`src/rtl/ssf_pkg.sv`:
```
`default_nettype none
// ============================================================================
// Module      : ssf_pkg
// Description : Shared constants, FSM state type and reset map for the SSF
//               cartridge bank controller.
// Revision    : 1.0 - initial release
// ============================================================================
package ssf_pkg;

    // Word offset (A3..A1) of each mapper register inside the /TIME window
    localparam logic [2:0] REG_SRAM  = 3'd0;
    localparam logic [2:0] REG_BANK1 = 3'd1;
    localparam logic [2:0] REG_BANK2 = 3'd2;
    localparam logic [2:0] REG_BANK3 = 3'd3;
    localparam logic [2:0] REG_BANK4 = 3'd4;
    localparam logic [2:0] REG_BANK5 = 3'd5;
    localparam logic [2:0] REG_BANK6 = 3'd6;
    localparam logic [2:0] REG_BANK7 = 3'd7;

    // A7..A4 pattern selecting $A130F1-$A130FF
    localparam logic [3:0] TIME_DECODE = 4'b1111;

    typedef enum logic [1:0] {
        ST_IDLE        = 2'd0,
        ST_SETTLE_WAIT = 2'd1,
        ST_COMMIT      = 2'd2,
        ST_RELEASE     = 2'd3
    } wr_state_t;

    // Identity map: slot n points at bank n after reset
    function automatic logic [7:0] bank_reset_val(input logic [2:0] idx);
        return {5'd0, idx};
    endfunction

endpackage
`default_nettype wire

```
`src/rtl/ssf_bank_ctrl_if.sv`:
```
`default_nettype none
// ============================================================================
// Module      : ssf_bank_ctrl_if
// Description : Cartridge-edge bus and ROM/SRAM control bundle of the SSF
//               bank controller.
// Revision    : 1.0 - initial release
// ============================================================================
interface ssf_bank_ctrl_if #(
    parameter int BANK_W = 8
);
    logic [22:0]       cart_addr;
    logic [7:0]        cart_data_lo;
    logic              time_n;
    logic              lwr_n;
    logic              ce0_n;
    logic              cas0_n;
    logic [BANK_W-1:0] rom_bank;
    logic              sram_ce_n;
    logic              sram_oe_n;
    logic              sram_we_n;
    logic              cfg_wr;

    modport master (
        output cart_addr, cart_data_lo, time_n, lwr_n, ce0_n, cas0_n,
        input  rom_bank, sram_ce_n, sram_oe_n, sram_we_n, cfg_wr
    );

    modport slave (
        input  cart_addr, cart_data_lo, time_n, lwr_n, ce0_n, cas0_n,
        output rom_bank, sram_ce_n, sram_oe_n, sram_we_n, cfg_wr
    );
endinterface
`default_nettype wire

```
`src/rtl/ssf_sync.sv`:
```
`default_nettype none
// ============================================================================
// Module      : ssf_sync
// Description : N-stage flop synchronizer with selectable reset level.
// Revision    : 1.0 - initial release
// ============================================================================
module ssf_sync #(
    parameter int   STAGES  = 2,
    parameter logic RST_VAL = 1'b0
) (
    input  logic clk,
    input  logic rst_n,
    input  logic d,
    output logic q
);

    logic [STAGES-1:0] r_sync;

    always_ff @(posedge clk or negedge rst_n) begin
        if (!rst_n) begin
            r_sync <= {STAGES{RST_VAL}};
        end else begin
            r_sync <= {r_sync[STAGES-2:0], d};
        end
    end

    assign q = r_sync[STAGES-1];

endmodule
`default_nettype wire

```
`src/rtl/ssf_bank_ctrl.sv`:
```
`default_nettype none
// ============================================================================
// Module      : ssf_bank_ctrl
// Description : Clocked SSF mapper: filters /TIME writes into the SRAM control
//               and bank registers and drives ROM bank / SRAM strobes.
// Revision    : 1.0 - initial release
// ============================================================================
module ssf_bank_ctrl
    import ssf_pkg::*;
#(
    parameter int BANK_W      = 8,
    parameter int SYNC_STAGES = 2,
    parameter int SETTLE      = 2
) (
    input  logic           clk,
    input  logic           rst_n,
    ssf_bank_ctrl_if.slave bus
);

    // Strobe order in the vector: {time_n, lwr_n, ce0_n, cas0_n}
    logic [3:0] w_strb_raw;
    logic [3:0] w_strb_sync;

    assign w_strb_raw = {bus.time_n, bus.lwr_n, bus.ce0_n, bus.cas0_n};

    for (genvar i = 0; i < 4; i++) begin : g_sync
        ssf_sync #(
            .STAGES  (SYNC_STAGES),
            .RST_VAL (1'b1)
        ) u_sync (
            .clk   (clk),
            .rst_n (rst_n),
            .d     (w_strb_raw[i]),
            .q     (w_strb_sync[i])
        );
    end

    logic w_time_s;
    logic w_lwr_s;
    logic w_ce0_s;
    logic w_cas0_s;

    assign w_time_s = w_strb_sync[3];
    assign w_lwr_s  = w_strb_sync[2];
    assign w_ce0_s  = w_strb_sync[1];
    assign w_cas0_s = w_strb_sync[0];

    logic [6:0] r_addr_lo;
    logic [2:0] r_slot;
    logic [7:0] r_data;
    logic       w_unused_addr;

    assign w_unused_addr = ^{bus.cart_addr[22:21], bus.cart_addr[17:7]};

    always_ff @(posedge clk or negedge rst_n) begin
        if (!rst_n) begin
            r_addr_lo <= '0;
            r_slot    <= '0;
            r_data    <= '0;
        end else begin
            r_addr_lo <= bus.cart_addr[6:0];
            r_slot    <= bus.cart_addr[20:18];
            r_data    <= bus.cart_data_lo;
        end
    end

    wr_state_t         r_state;
    logic [3:0]        r_cnt;
    logic [6:0]        r_cap_addr;
    logic [7:0]        r_cap_data;
    logic              r_cfg_wr;
    logic [1:0]        r_sram_ctrl;
    logic [BANK_W-1:0] r_bank [1:7];

    logic              w_strobe_on;
    logic              w_hit;
    logic              w_same;
    logic [2:0]        w_idx;
    logic [BANK_W-1:0] w_wr_data;
    logic [4:0]        w_cnt_next;

    assign w_strobe_on = ~w_time_s & ~w_lwr_s;
    assign w_hit       = w_strobe_on && (r_addr_lo[6:3] == TIME_DECODE);
    assign w_same      = (r_addr_lo == r_cap_addr) && (r_data == r_cap_data);
    assign w_idx       = r_cap_addr[2:0];
    assign w_wr_data   = BANK_W'(r_cap_data);
    assign w_cnt_next  = {1'b0, r_cnt} + 5'd1;

    // Write sequencer: a commit needs a stable address/data under held strobes
    always_ff @(posedge clk or negedge rst_n) begin
        if (!rst_n) begin
            r_state     <= ST_IDLE;
            r_cnt       <= '0;
            r_cap_addr  <= '0;
            r_cap_data  <= '0;
            r_cfg_wr    <= 1'b0;
            r_sram_ctrl <= 2'b00;
            for (int n = 1; n < 8; n++) begin
                r_bank[n] <= BANK_W'(bank_reset_val(3'(n)));
            end
        end else begin
            r_cfg_wr <= 1'b0;
            case (r_state)
                ST_IDLE: begin
                    if (w_hit) begin
                        r_state    <= ST_SETTLE_WAIT;
                        r_cnt      <= 4'd1;
                        r_cap_addr <= r_addr_lo;
                        r_cap_data <= r_data;
                    end
                end
                ST_SETTLE_WAIT: begin
                    if (!w_strobe_on || !w_same) begin
                        r_state <= ST_IDLE;
                    end else begin
                        r_cnt <= w_cnt_next[3:0];
                        if (w_cnt_next >= 5'(SETTLE)) begin
                            r_state  <= ST_COMMIT;
                            r_cfg_wr <= 1'b1;
                        end
                    end
                end
                ST_COMMIT: begin
                    if (w_idx == REG_SRAM) begin
                        r_sram_ctrl <= r_cap_data[1:0];
                    end else begin
                        r_bank[w_idx] <= w_wr_data;
                    end
                    r_state <= ST_RELEASE;
                end
                ST_RELEASE: begin
                    if (w_time_s || w_lwr_s) begin
                        r_state <= ST_IDLE;
                    end
                end
                default: r_state <= ST_IDLE;
            endcase
        end
    end

    // Forward the committing value so a same-slot read sees it one cycle later
    logic [BANK_W-1:0] w_slot_val;
    logic              w_sram_sel;

    always_comb begin
        w_slot_val = '0;
        if (r_slot != 3'd0) begin
            if ((r_state == ST_COMMIT) && (w_idx == r_slot)) begin
                w_slot_val = w_wr_data;
            end else begin
                w_slot_val = r_bank[r_slot];
            end
        end
    end

    assign w_sram_sel = r_sram_ctrl[0] & ~w_ce0_s & r_slot[2];

    logic [BANK_W-1:0] r_rom_bank;
    logic              r_sram_ce_n;
    logic              r_sram_oe_n;
    logic              r_sram_we_n;

    always_ff @(posedge clk or negedge rst_n) begin
        if (!rst_n) begin
            r_rom_bank  <= '0;
            r_sram_ce_n <= 1'b1;
            r_sram_oe_n <= 1'b1;
            r_sram_we_n <= 1'b1;
        end else begin
            r_rom_bank  <= w_slot_val;
            r_sram_ce_n <= ~w_sram_sel;
            r_sram_oe_n <= ~(w_sram_sel & ~w_cas0_s & w_lwr_s);
            r_sram_we_n <= ~(w_sram_sel & ~w_lwr_s & ~r_sram_ctrl[1]);
        end
    end

    assign bus.rom_bank  = r_rom_bank;
    assign bus.sram_ce_n = r_sram_ce_n;
    assign bus.sram_oe_n = r_sram_oe_n;
    assign bus.sram_we_n = r_sram_we_n;
    assign bus.cfg_wr    = r_cfg_wr;

endmodule
`default_nettype wire

```
`src/flat_wrapper.sv`:
```
// flat-port wrapper written by rule: the top's interface ports become plain ports
module ssf_bank_ctrl_flat import ssf_pkg::*;
#(
    parameter int BANK_W      = 8,
    parameter int SYNC_STAGES = 2,
    parameter int SETTLE      = 2
)
  (clk, rst_n, bus_cart_addr, bus_cart_data_lo, bus_time_n, bus_lwr_n, bus_ce0_n, bus_cas0_n, bus_rom_bank, bus_sram_ce_n, bus_sram_oe_n, bus_sram_we_n, bus_cfg_wr);
  ssf_bank_ctrl_if #(.BANK_W(BANK_W)) bus_i ();
  input  logic clk;
  input  logic rst_n;
  input wire logic [$bits(bus_i.cart_addr)-1:0] bus_cart_addr;
  input wire logic [$bits(bus_i.cart_data_lo)-1:0] bus_cart_data_lo;
  input wire logic [$bits(bus_i.time_n)-1:0] bus_time_n;
  input wire logic [$bits(bus_i.lwr_n)-1:0] bus_lwr_n;
  input wire logic [$bits(bus_i.ce0_n)-1:0] bus_ce0_n;
  input wire logic [$bits(bus_i.cas0_n)-1:0] bus_cas0_n;
  output wire logic [$bits(bus_i.rom_bank)-1:0] bus_rom_bank;
  output wire logic [$bits(bus_i.sram_ce_n)-1:0] bus_sram_ce_n;
  output wire logic [$bits(bus_i.sram_oe_n)-1:0] bus_sram_oe_n;
  output wire logic [$bits(bus_i.sram_we_n)-1:0] bus_sram_we_n;
  output wire logic [$bits(bus_i.cfg_wr)-1:0] bus_cfg_wr;
  assign bus_i.cart_addr = bus_cart_addr;
  assign bus_i.cart_data_lo = bus_cart_data_lo;
  assign bus_i.time_n = bus_time_n;
  assign bus_i.lwr_n = bus_lwr_n;
  assign bus_i.ce0_n = bus_ce0_n;
  assign bus_i.cas0_n = bus_cas0_n;
  assign bus_rom_bank = bus_i.rom_bank;
  assign bus_sram_ce_n = bus_i.sram_ce_n;
  assign bus_sram_oe_n = bus_i.sram_oe_n;
  assign bus_sram_we_n = bus_i.sram_we_n;
  assign bus_cfg_wr = bus_i.cfg_wr;
  ssf_bank_ctrl #(.BANK_W(BANK_W), .SYNC_STAGES(SYNC_STAGES), .SETTLE(SETTLE)) u_core (.clk(clk), .rst_n(rst_n), .bus(bus_i));
endmodule
```
`config.mk`:
```
export PLATFORM = sky130hd
export DESIGN_NAME = ssf_bank_ctrl_flat
export DESIGN_NICKNAME = d
export VERILOG_FILES = /design/src/rtl/ssf_pkg.sv /design/src/rtl/ssf_bank_ctrl_if.sv /design/src/rtl/ssf_sync.sv /design/src/rtl/ssf_bank_ctrl.sv /design/src/flat_wrapper.sv
export SDC_FILE = /design/constraint.sdc
export NUM_CORES = 1
export LEC_CHECK = 0
export CAP_MARGIN = 20
export CORE_ASPECT_RATIO = 2
export CORE_MARGIN = 4
export CORE_UTILIZATION = 51
export DETAILED_ROUTE_END_ITERATION = 6
export MAX_ROUTING_LAYER = met4
export PLACE_DENSITY = 0.77
export SETUP_SLACK_MARGIN = 0.3
export SLEW_MARGIN = 25
export SYNTH_ARGS = -nofsm -noshare
export SYNTH_HDL_FRONTEND = slang
export SYNTH_HIERARCHICAL = 1
export SYNTH_SLANG_ARGS = --single-unit
```
`constraint.sdc`:
```
create_clock -name clk -period 1.73 [get_ports clk]
set_clock_uncertainty 0.05 [all_clocks]
set_input_delay 0.346 -clock clk [delete_from_list [all_inputs] [get_ports clk]]
set_output_delay 0.346 -clock clk [all_outputs]
set_load 0.01 [all_outputs]
```
==> impl_metrics.ini, run 1 <==
[outcome]
status = finished, violations left
violations = negative setup slack

[global_routing]
grt_max_degree = 49
antenna_found_initial = 0
grt_usage_pct = 24.6
grt_pass1_wl_um = 20100
grt-ovfl-total = 0
grt_pass1_vias = 3739

[synth]
synth_fp_nets = 386
synth_top_cell_by_area = dfrtp_1
synthMostInstantiatedCell = dfrtp_1
synth_top_flop_cell = dfrtp_1
synth.cells.most_frequent = 94 x dfrtp_1, 76 x mux2_2, 23 x dfstp_2, 15 x xnor2_1
syn-cell-area_sq_um = 4930
ys_warn_count = 6
syn_inst = 347
synth_edf_count = 0
synth-seq-area-share_pct = 60.0
synth-seq-cells = 117
async_flop_share_pct = 100
synth_top_area_share_pct = 47.7
synth_area_leaders = dfrtp_1 48%, mux2_2 17%, dfstp_2 12%
synth.distinct_cells = 40
syn_area_per_cell_sq_um = 14.2

[floorplan]
core_area_sq_um = 9380
die-area_sq_um = 11400
die_y_um = 147
rows = 50
boundaryPins = 49
start_util_pct = 52.5
die_x_um = 77.5

[cts]
h-tree-depth = 4
clkTransAtPathRegs_ns = 0.05
cts_sinks = 117
cts_made_buffers = 17
tritoncts = built
ctsLongestPathBuffers = 2
cts_root_buffer = clkbuf_16
clk_latency_ns = 0.42

[power]
ir_worst_vdd_v = 0.00119
leakage_nw = 3.30
power.density_nw_per_um2 = 1130

[placement]
io_buffers = 35
dpl.hpwl_um = 7380
place_ws_ns = -0.147
finalWeightedCongestion = 0.745

[final_layout]
nFillCells = 485
diodes = 0
nets = 485
area_growth_pct = 46.5
drive_above_1_share_pct = 58.0

[setup_path]
rrSetupSlack_ns = -0.14
crit_arrival_ns = 2.18
worstPathRequired_ns = 2.04
worst_r2r_path_depth = 5
cp-end-kind = register
cp_max_fo = 5
crit_type = reg -> reg
worst_setup_path_start_kind = register
reg2reg_to = u_core/r_state[0]

[min_path]
hold_class = in -> async

[timing]
period_share_pct = 108
timing.fmax_mhz = 535
tightest_slew_ns = 0.334
setup_ws_ns = -0.140
hold_viol_final = 0
setup_violations = 35
slew_headroom_pct = 77.5
post-route-min-period_ns = 1.87
rsz0062_at_grt = true
drv_slew = 0
holdWs_ns = 0.283

[detailed_routing]
drc = 0
drtIter0Drc = 308
firstDrtPassIters = 4
wl_per_cell_um = 23.9
routed_wl_um = 13500
vias_per_cell = 5.98
ant_nets = 0
vias = 3368

[job]
max_cap_viol_count = 0
==> critical path, cell delays in order, from the launching register on <==
cell and delay, ns:
dfrtp_1 0.41, nor4b_4 0.35, nand4_1 0.17, or4_4 0.60
nor2_4 0.11, o32a_2 0.13
==> layer usage <==
layer	part of all wire, %	up-vias	GRT usage (%)
li1	-	1435	-
met1	35	1773	24.3
met2	57	108	43.5
met3	3.2	52	5.09
met4	5.3	0	15.2
met5	0	-	-
==> cell usage in the layout, fill, tap and decap left out, types with 9 or more instances in the layout <==
cell              n
dfstp_2          23
nor2_1           11
dfrtp_1          91
mux2_2           13
clkdlybuf4s50_1  22
clkbuf_16        18
xnor2_2          12
nand4_1           9
mux2_4           63
buf_4            40
buf_6            19
==> worst max-delay path by stage <==
stage	endpoint	depth (start not counted)	slack (ns)	start
6_report	u_core/r_state[0]	5	-0.14	register
3_3_place_gp	u_core/r_state[0]	5	-0.07	register
5_1_grt	u_core/r_cnt[3]	5	-0.22	register
4_1_cts	u_core/r_state[0]	5	-0.04	u_core/r_cap_addr[3]
2_1_floorplan	u_core/r_cnt[3]	7	0.08	u_core/r_cap_data[5]
3_5_place_dp	u_core/r_state[0]	5	-0.15	u_core/r_cap_addr[4]
==> registers in the layout, indices dropped and copies added (netlist names), named ones only <==
signal / flops
u_core/r_bank: 56
u_core/bus.rom_bank: 8
u_core/g_sync.u_sync/r_sync: 8
u_core/r_cap_data: 8
u_core/r_data: 8
u_core/r_addr_lo: 7
u_core/r_cap_addr: 7
u_core/r_cnt: 4
u_core/r_slot: 3
u_core/r_sram_ctrl: 2
u_core/bus.cfg_wr: 1
u_core/bus.sram_ce_n: 1
u_core/bus.sram_oe_n: 1
u_core/bus.sram_we_n: 1
u_core/r_state: 1
==> area by class of cell <==
class | instances | area [sq um] | area share [%]
clock buffer | 20 | 457 | 6.33
tap | 104 | 130 | 1.80
inverter | 2 | 7.51 | 0.104
multi-input combinational | 206 | 2410 | 33.5
clock inverter | 12 | 201 | 2.79
timing repair buffer | 102 | 1050 | 14.5
sequential | 117 | 2960 | 41.0
==> power by group <==
| part | internal (mW) | total [mW] | switching (mW) | leakage, nW |
|---|---|---|---|---|
| sequential | 2.89 | 3.04 | 0.150 | 1.48 |
| combinational | 0.656 | 1.22 | 0.567 | 1.52 |
| clock | 2.63 | 3.88 | 1.25 | 0.304 |
| total | 6.17 | 8.14 | 1.97 | 3.30 |
==> timing repair <==
item | CTS | global route
pin swaps | 7 | 15
endpoints found under the setup margin | 98 | 95
cloned | 2 | 1
gates resized for setup | 119 | 36
buffers inserted | 10 | 7
hold buffers | 1 | 0
hold endpoints to repair | 12 | 0
==> per-stage QoR <==
stage | total power, mW | std cells | cell area [sq um] | util, % | TNS (ns)
5_1_grt | 8.41 | 563 | 7220 | 76.9 | -3.68
3_5_place_dp | 3.99 | 510 | 5890 | 62.8 | -0.716
4_1_cts | 8.01 | 555 | 7020 | 74.8 | -0.0552
3_3_place_gp | 3.94 | 510 | 5890 | 62.8 | -0.154
6_report | 8.14 | 563 | 7220 | 76.9 | -1.14
2_1_floorplan | 3.61 | 347 | 5190 | - | 0
==> cells by family after synthesis <==
kind of cell | share of synthesized area (%)
fa+ha+maj | 0.508
mux | 22.4
flops | 60.0
compound gates | 3.30
xor+xnor | 3.38
simple gates | 8.23
buf+inv | 2.16
No activity file was read; power rests on OpenSTA's default activity.
==> run 2: changes to the inputs <==
Settings changed: CORE_UTILIZATION 51 to 57, DONT_BUFFER_PORTS set to 1.
==> run 2 against run 1 <==
  * The flow finishes with violations (negative hold slack, negative setup slack)
  * Critical endpoint is now u_core/r_cnt[3]
  * Critical path depth unchanged
  * Fmax increased by 2.0%
  * Flip-flop and latch count unchanged
==> impl_metrics.ini, run 2 (synthesis results as in run 1) <==
[outcome]
status = finished, violations left
violations = negative hold slack, negative setup slack

[global_routing]
grt_max_degree = 118
grt-ovfl-total = 0
grt_usage_pct = 24.7
grt_pass1_wl_um = 18000
antenna_found_initial = 0
grt_pass1_vias = 3538

[floorplan]
boundaryPins = 49
start_util_pct = 59.0
die_x_um = 73.8
core_area_sq_um = 8350
rows = 47
die_y_um = 140
die-area_sq_um = 10300

[setup_path]
crit_type = reg -> reg
worstPathRequired_ns = 1.95
reg2reg_to = u_core/r_cnt[3]
cp_slowest_stage_delay_ns = 0.57
critPathBufInv = 0
crit_end = u_core/r_cnt[3]
worst_setup_path_start_kind = register
crit_path_start = u_core/r_cap_data[6]
cp-end-kind = register
crit_path_top_delay_cell = or4_4
rrSetupSlack_ns = -0.10
cp_max_fo = 5
crit_arrival_ns = 2.06
path_depth = 5
regToRegStartpoint = u_core/r_cap_data[6]
crit_family = simple AND/OR/NAND/NOR gates
worst_r2r_path_depth = 5
path_cells = xnor2_2 -> nand4_1 -> or4_4 -> nand3b_1 -> o21ai_1

[final_layout]
diodes = 0
drive_above_1_share_pct = 55.4
final_cell_mix = 90 x dfrtp_1, 69 x mux2_4, 33 x buf_4, 23 x dfstp_2, 22 x dlygate4sd3_1
mostFrequentLayoutCell = dfrtp_1
area_growth_pct = 38.6
nFillCells = 373
regMostFlops = u_core/r_bank
regArea_sq_um = 2960
multi_input_area_sq_um = 2380
largest_register_ff_count = 56
nets = 459

[detailed_routing]
wl_per_cell_um = 24.6
firstDrtPassIters = 4
drtIter0Drc = 198
vias_per_cell = 6.10
drc = 0
routed_wl_um = 13100
ant_nets = 0
vias = 3237

[power]
ir_worst_vdd_v = 0.00112
leakage_nw = 3.14
p_total_mw = 7.62
power.density_nw_per_um2 = 1120

[timing]
holdWs_ns = -0.424
setup_violations = 37
slew_headroom_pct = 79.1
timing.fmax_mhz = 546
period_share_pct = 106
rsz0062_at_grt = true
hold_viol_final = 117
post-route-min-period_ns = 1.83
setup_ws_ns = -0.103
drv_slew = 0
tightest_slew_ns = 0.311

[cts]
clkTransAtPathRegs_ns = 0.06
tritoncts = built
cts_made_buffers = 17
cts.hold.buffers_added = 22
clk_latency_ns = 0.41
cts_root_buffer = clkbuf_16
h-tree-depth = 4
ctsLongestPathBuffers = 2
cts_sinks = 117

[min_path]
hold_class = in -> async

[placement]
place_ws_ns = -0.0975
io_buffers = 0
finalWeightedCongestion = 0.734
dpl.hpwl_um = 6630

[job]
max_cap_viol_count = 0
## run 2: area by class of cell
cell class              count  share of cell area, %
well taps                  98                   1.79
inverters                   2                  0.110
clock buffers              24                   7.49
clock inverters             8                   1.39
multi-input cells         206                   34.8
repair buffers             76                   11.0
flip-flops and latches    117                   43.3
## run 2: worst min path at each step
stage | startpoint | end
floorplan | rst_n | asynchronous set/reset pin
detailed placement | rst_n | u_core/r_bank[55]
global route | rst_n | u_core/r_bank[38]
global placement | rst_n | u_core/r_bank[39]
finish | rst_n | u_core/r_bank[38]
CTS | rst_n | u_core/r_bank[55]
## run 2: power breakdown
| group | total [mW] | internal (mW) | switching [mW] |
|---|---|---|---|
| clock network | 3.53 | 2.34 | 1.19 |
| registers | 3.06 | 2.89 | 0.170 |
| logic | 1.03 | 0.553 | 0.476 |
## run 2: timing repair
| item | CTS | global route |
|---|---|---|
| gates cloned | 0 | 2 |
| pin swaps | 6 | 8 |
| resized for setup | 22 | 84 |
| setup buffers | 3 | 9 |
| setup endpoints to repair | 86 | 89 |
| endpoints found under the hold margin | 139 | 117 |
## run 2: worst register-to-register path: stages, from the launching register on
cell and delay (ns):
dfrtp_1 0.42, xnor2_2 0.26, nand4_1 0.17, or4_4 0.57
nand3b_1 0.13, o21ai_1 0.10
## run 2: routing by layer
metal / track usage (%) / wire [um] / up-vias
met5: - / 0 / -
met4: 14.9 / 612 / 0
met3: 6.14 / 426 / 43
met2: 40.9 / 7500 / 117
met1: 25.3 / 4510 / 1699
li1: - / - / 1378
## run 2: stage by stage
step | util (%) | instances | TNS (ns) | instance area [sq um]
finish | 81.8 | 531 | -1.90 | 6830
global route | 81.8 | 531 | -3.45 | 6830
CTS | 76.6 | 520 | -0.0104 | 6400
detailed placement | 65.3 | 463 | -0.750 | 5450
global placement | 65.3 | 463 | -0.382 | 5450
floorplan | - | 347 | 0 | 5190
==> run 3: changes to the inputs <==
Settings changed: SLEW_MARGIN 25 to not set.
==> results of run 3 <==
Final layout, timing and power as in run 2 (identical DEF).
